--- src/rtl/router_oport_pkg.sv ---
`default_nettype none
// ============================================================================
// Module      : router_oport_pkg
// Description : Shared types and constants for the router output-port
//               credit controller: default flit width and credit depth,
//               FIFO occupancy/pointer types and the statistics counter
//               width.
// Revision    : 1.0 - initial release
// ============================================================================
package router_oport_pkg;

    localparam int DEFAULT_DATA_W  = 32;
    localparam int DEFAULT_CREDITS = 4;
    localparam int STATS_W         = 16;

    typedef logic [DEFAULT_DATA_W-1:0] flit_t;
    typedef logic [1:0]                occ_t;
    typedef logic                      ptr_t;

    // Occupancy values of the two-entry skid FIFO
    localparam occ_t c_OCC_EMPTY = 2'd0;
    localparam occ_t c_OCC_FULL  = 2'd2;

endpackage : router_oport_pkg
`default_nettype wire

--- src/rtl/router_skid_fifo2.sv ---
`default_nettype none
// ============================================================================
// Module      : router_skid_fifo2
// Description : Two-entry skid FIFO with registered occupancy.
//               A push is refused whenever the FIFO is full, even if a pop
//               happens in the same cycle, so the full flag depends only on
//               registered state. A pop on an empty FIFO is ignored.
// Ports       : clk, rst      - clock, synchronous active-high reset
//               i_push/i_data - write request and payload
//               i_pop         - remove the head entry
//               o_occ         - occupancy (0..2)
//               o_head        - oldest entry (valid when o_occ != 0)
// Revision    : 1.0 - initial release
// ============================================================================
module router_skid_fifo2
    import router_oport_pkg::*;
#(
    parameter int DATA_W = DEFAULT_DATA_W
) (
    input  logic              clk,
    input  logic              rst,
    input  logic              i_push,
    input  logic [DATA_W-1:0] i_data,
    input  logic              i_pop,
    output occ_t              o_occ,
    output logic [DATA_W-1:0] o_head
);

    logic [DATA_W-1:0] r_mem [0:1];
    ptr_t              r_wr_ptr;
    ptr_t              r_rd_ptr;
    occ_t              r_occ;

    logic w_push;
    logic w_pop;

    assign w_push = i_push && (r_occ != c_OCC_FULL);
    assign w_pop  = i_pop  && (r_occ != c_OCC_EMPTY);

    // Storage carries no reset: contents are only meaningful under r_occ.
    always_ff @(posedge clk) begin
        if (w_push) begin
            r_mem[r_wr_ptr] <= i_data;
        end
    end

    always_ff @(posedge clk) begin
        if (rst) begin
            r_wr_ptr <= 1'b0;
            r_rd_ptr <= 1'b0;
            r_occ    <= c_OCC_EMPTY;
        end else begin
            if (w_push) begin
                r_wr_ptr <= ~r_wr_ptr;
            end
            if (w_pop) begin
                r_rd_ptr <= ~r_rd_ptr;
            end
            // Simultaneous push and pop leaves occupancy unchanged
            unique case ({w_push, w_pop})
                2'b10:   r_occ <= r_occ + 2'd1;
                2'b01:   r_occ <= r_occ - 2'd1;
                default: r_occ <= r_occ;
            endcase
        end
    end

    assign o_occ  = r_occ;
    assign o_head = r_mem[r_rd_ptr];

endmodule : router_skid_fifo2
`default_nettype wire

--- src/rtl/router_oport_credit_ctrl.sv ---
`default_nettype none
// ============================================================================
// Module      : router_oport_credit_ctrl
// Description : Output-port flow-control stage. Flits granted by the
//               crossbar are buffered in a two-entry skid FIFO and issued
//               downstream as registered single-cycle valid/data pulses,
//               gated by a credit counter mirroring downstream buffer space.
// Ports       : clk, reset     - clock, synchronous active-high reset
//               in_valid/in_data/in_ready - crossbar-side handshake
//               credit_in      - one-cycle pulse, downstream freed a slot
//               ovalid/odata   - registered flit pulse to downstream
//               credits_avail  - current credit count
//               credit_err     - sticky credit-overflow flag
//               flits_sent, stall_cycles - statistics (optional)
// Options     : `define ROUTER_OPORT_STATS_EN adds the flits_sent and
//               stall_cycles counters and ports.
// Revision    : 1.0 - initial release
// ============================================================================
module router_oport_credit_ctrl
    import router_oport_pkg::*;
#(
    parameter int DATA_W  = DEFAULT_DATA_W,
    parameter int CREDITS = DEFAULT_CREDITS,
    parameter int CNT_W   = 4
) (
    input  logic               clk,
    input  logic               reset,
    input  logic               in_valid,
    input  logic [DATA_W-1:0]  in_data,
    output logic               in_ready,
    input  logic               credit_in,
    output logic               ovalid,
    output logic [DATA_W-1:0]  odata,
    output logic [CNT_W-1:0]   credits_avail,
    output logic               credit_err
`ifdef ROUTER_OPORT_STATS_EN
    ,
    output logic [STATS_W-1:0] flits_sent,
    output logic [STATS_W-1:0] stall_cycles
`endif
);

    localparam logic [CNT_W-1:0] c_CREDITS_MAX = CNT_W'(CREDITS);
    localparam logic [CNT_W-1:0] c_CNT_ONE     = CNT_W'(1);

    occ_t              w_occ;
    logic [DATA_W-1:0] w_head;
    logic              w_push;
    logic              w_send;

    logic              r_ovalid;
    logic [DATA_W-1:0] r_odata;
    logic [CNT_W-1:0]  r_credits;
    logic              r_credit_err;
    logic [CNT_W-1:0]  w_credits_nxt;
    logic              w_credit_err_nxt;

    // Ready depends only on registered occupancy and reset, never on pop
    assign in_ready = (w_occ != c_OCC_FULL) && !reset;
    assign w_push   = in_valid && in_ready;

    // Send whenever a flit is buffered and downstream has space; since
    // send requires a credit the counter can never underflow.
    assign w_send = (w_occ != c_OCC_EMPTY) && (r_credits != '0);

    router_skid_fifo2 #(
        .DATA_W (DATA_W)
    ) u_fifo (
        .clk    (clk),
        .rst    (reset),
        .i_push (w_push),
        .i_data (in_data),
        .i_pop  (w_send),
        .o_occ  (w_occ),
        .o_head (w_head)
    );

    always_comb begin
        w_credits_nxt    = r_credits;
        w_credit_err_nxt = r_credit_err;
        unique case ({w_send, credit_in})
            2'b10: w_credits_nxt = r_credits - c_CNT_ONE;
            2'b01: begin
                // A returned credit with nothing outstanding is a protocol
                // error downstream: saturate and latch the flag.
                if (r_credits == c_CREDITS_MAX) begin
                    w_credit_err_nxt = 1'b1;
                end else begin
                    w_credits_nxt = r_credits + c_CNT_ONE;
                end
            end
            default: ;
        endcase
    end

    always_ff @(posedge clk) begin
        if (reset) begin
            r_ovalid     <= 1'b0;
            r_odata      <= '0;
            r_credits    <= c_CREDITS_MAX;
            r_credit_err <= 1'b0;
        end else begin
            r_ovalid     <= w_send;
            r_credits    <= w_credits_nxt;
            r_credit_err <= w_credit_err_nxt;
            if (w_send) begin
                r_odata <= w_head;
            end
        end
    end

    assign ovalid        = r_ovalid;
    assign odata         = r_odata;
    assign credits_avail = r_credits;
    assign credit_err    = r_credit_err;

`ifdef ROUTER_OPORT_STATS_EN
    logic               w_stall;
    logic [STATS_W-1:0] r_flits_sent;
    logic [STATS_W-1:0] r_stall_cycles;

    assign w_stall = (w_occ != c_OCC_EMPTY) && (r_credits == '0);

    // Both counters wrap naturally modulo 2^STATS_W
    always_ff @(posedge clk) begin
        if (reset) begin
            r_flits_sent   <= '0;
            r_stall_cycles <= '0;
        end else begin
            if (w_send) begin
                r_flits_sent <= r_flits_sent + STATS_W'(1);
            end
            if (w_stall) begin
                r_stall_cycles <= r_stall_cycles + STATS_W'(1);
            end
        end
    end

    assign flits_sent   = r_flits_sent;
    assign stall_cycles = r_stall_cycles;
`endif

endmodule : router_oport_credit_ctrl
`default_nettype wire
--- config.mk ---
export PLATFORM = sky130hd
export DESIGN_NAME = router_oport_credit_ctrl
export DESIGN_NICKNAME = d
export VERILOG_FILES = /design/src/rtl/router_oport_pkg.sv /design/src/rtl/router_skid_fifo2.sv /design/src/rtl/router_oport_credit_ctrl.sv
export SDC_FILE = /design/constraint.sdc
export NUM_CORES = 1
export LEC_CHECK = 0
export CAP_MARGIN = 20
export CORE_AREA = 2 2 87 89
export CTS_BUF_LIST = sky130_fd_sc_hd__clkbuf_16
export CTS_CLUSTER_DIAMETER = 60
export DETAILED_ROUTE_END_ITERATION = 8
export DIE_AREA = 0 0 89 91
export HOLD_SLACK_MARGIN = 0.02
export PLACE_DENSITY = 0.83
export SYNTH_ARGS = -nofsm -noshare
export SYNTH_HDL_FRONTEND = slang
export SYNTH_SLANG_ARGS = --single-unit
--- constraint.sdc ---
create_clock -name clk -period 5.01 [get_ports clk]
set_input_delay 1.002 -clock clk [delete_from_list [all_inputs] [get_ports clk]]
set_output_delay 1.002 -clock clk [all_outputs]
set_load 0.05 [all_outputs]
Word level (Yosys, flattened, before mapping)
Memories as Yosys holds them, arrays and structs flattened. A register that Yosys moved wholly into a read port is not among the register bits.
Index checks and enable logic that the tools add are counted.
- reduce and logical (&&, ||, !) cells: 12
- equality and inequality tests: 7
- add/subtract/negate cells: 4
- multiplexer cells: 5
- bitwise gates (word level): 2
- operators by type and width (cell ; count):
    one-hot mux 4 bit (2 select lines) ; 1
    nonzero test 2 bit ; 3
    logical AND 1 bit ; 5
    adder 4 x 1 -> 4 bit (second input constant) ; 1
    equality test 2 x 1 -> 1 bit (second input constant) ; 2
    equality test 2 bit (second input constant) ; 2
    equality test 4 x 3 -> 1 bit (second input constant) ; 1
    two-way mux 4 bit ; 1
    inequality test 2 bit (second input constant) ; 2
    one-hot mux 2 bit (2 select lines) ; 1
    AND reduction 2 bit ; 2
    nonzero test 4 bit ; 1
    subtractor 4 x 1 -> 4 bit (second input constant) ; 1
    adder 2 x 1 -> 2 bit (second input constant) ; 1
    two-way mux 1 bit ; 2
    NOT 1 bit ; 2
    subtractor 2 x 1 -> 2 bit (second input constant) ; 1
    logical NOT 1 bit ; 1
- register bits after elaboration: 10
- output and inout bits: 39
- input port bits: 36
- bits in writable memories: 64
- memories kept: 1
- memory list (name ; depth ; width ; read ports ; clocked after Yosys merged registers in ; write ports ; RTL line ; source):
    u_fifo.r_mem ; 2 ; 32 ; 1 ; 1 ; 1 ; router_skid_fifo2.sv:29 ; logic [DATA_W-1:0] r_mem [0:1];

Depth between registers and ports, before layout
- depth after elaboration: 6
- gate-level depth with buffers: 9
- mapped depth without buffers: 8

Hierarchy
From an unflattened synthesis, not the netlist that was laid out.
- cell total of the unflattened synthesis: 304
- area total of the unflattened synthesis: 4023.9 sq um
- modules (own cells, without submodules) (module ; instances ; cells an instance ; sequential area each (sq um) ; area each (sq um)):
    router_skid_fifo2 ; 1 ; 124 ; 2021.9 ; 2521.2
    router_oport_credit_ctrl ; 1 ; 180 ; 760.7 ; 1502.7

Worst setup path before layout
OpenSTA, ideal clock, no wires.
- path type: input to register
- start point: input port reset
- end point: memory u_fifo.r_mem[0][0] in the netlist's numbering, enable pin
- cell stages on the path: 4
- path buffers: 1
- slack: 938 ps
- library setup time: 421 ps
- arrival time: 3651 ps
- required time: 4589 ps
- path through: clkbuf_1 a21oi_1 nand2_1 nor2_1
- cells in the longest elaborated chain, start to end: 6
- ends and longest elaborated chain (what ; RTL line ; source):
    from (decl) ; router_oport_credit_ctrl.sv:27 ; input logic reset,
    logical NOT 1 bit ; router_oport_credit_ctrl.sv:59 ; assign in_ready = (w_occ != c_OCC_FULL) && !reset;
    logical AND 1 bit ; router_oport_credit_ctrl.sv:59 ;
    net in_ready ; router_oport_credit_ctrl.sv:30 ; output logic in_ready,
    logical AND 1 bit ; router_oport_credit_ctrl.sv:60 ; assign w_push = in_valid && in_ready;
    logical AND 1 bit ; router_skid_fifo2.sv:37 ; assign w_push = i_push && (r_occ != c_OCC_FULL);
    two-way mux 1 bit ; router_skid_fifo2.sv:42 ; if (w_push) begin
    two-way mux 1 bit (not written as such) ; router_skid_fifo2.sv:43 ; r_mem[r_wr_ptr] <= i_data;
    to (decl) ; router_skid_fifo2.sv:29 ;
The timed path passes the listed nets, and every way through them passes these cells.

Final worst setup path
- start point: input port reset
- end point: output port in_ready
- cells in the longest elaborated chain, start to end: 2
- ends and longest elaborated chain (what ; RTL line):
    logical NOT 1 bit ; router_oport_credit_ctrl.sv:59
    logical AND 1 bit ; router_oport_credit_ctrl.sv:59
    to (decl) ; router_oport_credit_ctrl.sv:30
No other way between the ends.

==> flow_summary.yaml <==
yosys:
  synth_area_leaders: "edfxtp_1, dfxtp_1, mux2i_1"
  synth_cell_types: 31
  synth_edf_count: 64
  ys_seq_area_share_pct: 71.48
  yosysWarnings: 0
  yosys.area.top_type: "edfxtp_1"
  yosysTopAreaCellShare_pct: 49.72
  async_flop_share_pct: 0
  synth-main-ff-cell: "edfxtp_1"
  syn_inst: 264
  syn_nets: 304
  synth.avg_cell_area_um2: 14.64
  synth_area_um2: 3865
  yosys_register_bits: 106
floorplan:
  ios: 75
  die_y_um: 91
  dieArea_um2: 8099
  initial_core_util_pct: 54.15
  row_count: 31
  die_w_um: 89
  coreArea_um2: 7137
place:
  place_congestion: 0.8155
  dp_hpwl_mm: 3.932
  port_buffers: 74
sta:
  fin_crit_ns: 3.475
  max_freq_mhz: 287.8
  hold_viol: 0
  rsz0062_at_grt: "false"
  setup_viol: 0
  finalSetupTns_ns: 0
  report.final.slew_viol_count: 0
  relSlewSlack_pct: 30.73
  fin_skew_ns: 0.005211
  tightest_slew_ns: 1.039
  hold_slack_ns: 0.4953
  timing.final.crit_share_pct: 69.35
final_layout:
  antenna_cells: 0
  fin_util_pct: 69.43
  final_cell_mix: "clkdlybuf4s50_1, edfxtp_1, nor2_1"
  final_nets: 375
  fillers: 517
  mostFrequentLayoutCell: "clkdlybuf4s50_1"
  area_delta_synth_final_pct: 28.20
  drive_gt1_share_pct: 7.353
grt:
  grt_max_degree: 68
  antenna_found_initial: 0
  track_usage_pct: 17.18
  grt_pass1_wl_mm: 10.54
  grt-ovfl-total: 0
  grt_pass1_vias: 2239
pwr:
  powerDensity_nw_per_um2: 679.8
  p_leak_nw: 1.669
  power_mw: 3.368
  vdd_drop_max_uv: 378.7
routing:
  vias: 2280
  drt-pass1-iter-count: 4
  drc: 0
  routed_wl_mm: 6.339
  post_drt_via_cell_ratio: 5.194
  routedWlPerCell_um: 14.44
  drtAntennaViolNets: 0
  drtIter0Drc: 87
setup_path:
  crit_path_top_delay_cell: "clkdlybuf4s50_1"
  cp-start-kind: "input port"
  crit_fanout: 44
  path_class: "input port to primary output"
  crit_arrival_ns: 2.47
  crit_chain: "buf_2 -> buf_4 -> a21oi_1 -> clkdlybuf4s50_1"
  cp.required_ns: 4.01
  max_stage_delay_ns: 0.85
  cp-end-kind: "primary output"
clock_tree:
  clock-sinks: 106
  cts_buffers: 9
  cts_resized: 0
  clkSlewWorstSetupHoldPaths_ns: 0.07
  clk_latency_ns: 0.33
  htree_num_levels: 3
  cts_max_path_buffers: 2
  hold_buffers: 0
  post_cts_buffers: 0
  cts_root_buf: "clkbuf_16"
  cts_tree: "built"
outcome:
  outcome: "completed"
worst_hold_path:
  hold_class: "flip-flop to flip-flop"
flow_run:
  drv_cap: 0
[Yosys cell counts (3+ instances only)]
library cell  count
ha_1              3
xor2_1            3
edfxtp_1         64
dfxtp_1          42
a21oi_1           3
mux2i_1          32
xnor2_1           3
a211oi_1         32
buf_6             4
nor2_1           43
clkbuf_1          6
buf_2             6
nor3_1            3
[final timing paths]
kind / from / end / slack, ns / cells past startpoint
setup / recovery: reset / in_ready / 1.54 / 4
setup reg to reg: credits_avail[0]$_SDFFE_PP0P_ / u_fifo.o_occ[1]$_SDFFE_PP0P_ / 2.61 / 7
hold reg to reg: odata[16]$_SDFFE_PP0P_ / odata[16]$_SDFFE_PP0P_ / 0.50 / 2
hold / removal: odata[16]$_SDFFE_PP0P_ / odata[16]$_SDFFE_PP0P_ / 0.50 / 2
[through the flow]
step	worst slack (ns)	std cells	cell area [um2]
finish	1.535	439	4955
global route	1.462	439	4955
CTS	1.525	439	4955
detailed placement	1.536	423	4652
global placement	1.567	423	4652
floorplan	0.9378	264	3865
[area by class of cell]
class | count | area (um2) | share of cell area (%)
repair buffers | 76 | 750.7 | 15.15
multi-input cells | 140 | 1006 | 20.30
clock inverters | 7 | 77.57 | 1.566
flip-flops and latches | 106 | 2764 | 55.78
inverters | 2 | 7.507 | 0.1515
clock buffers | 9 | 225.2 | 4.545
well taps | 99 | 123.9 | 2.500
[power by group]
group	internal (mW)	switching, mW
logic	0.501	0.887
clock network	0.392	0.300
registers	1.13	0.157
total	2.02	1.34
[critical path, delay by kind of cell]
family	cells	cell delay, ns
compound gates	1	0.26
buf+inv	3	1.20
[flip-flops by register name, summed over array words and instances, names as in the netlist]
register and cells:
u_fifo.r_mem 64, odata 32, credits_avail 4, u_fifo.o_occ 2
credit_err 1, ovalid 1, u_fifo.r_rd_ptr 1, u_fifo.r_wr_ptr 1
[metal layers]
metal  routed length, um  global-route usage (%)  vias up
met5                   0                       0        -
met4                 120                   8.458        0
met3                 308                   4.636        8
met2                3302                   29.35       59
met1                2608                   19.44     1085
li1                    -                       -     1128
[cell families after synthesis]
family | share of synthesized area [%]
buf+inv | 2.719
simple gates | 6.410
mux | 8.288
flops | 71.48
xor+xnor | 1.781
fa+ha+maj | 1.489
compound gates | 7.834
(Power assumes the default switching activity.)
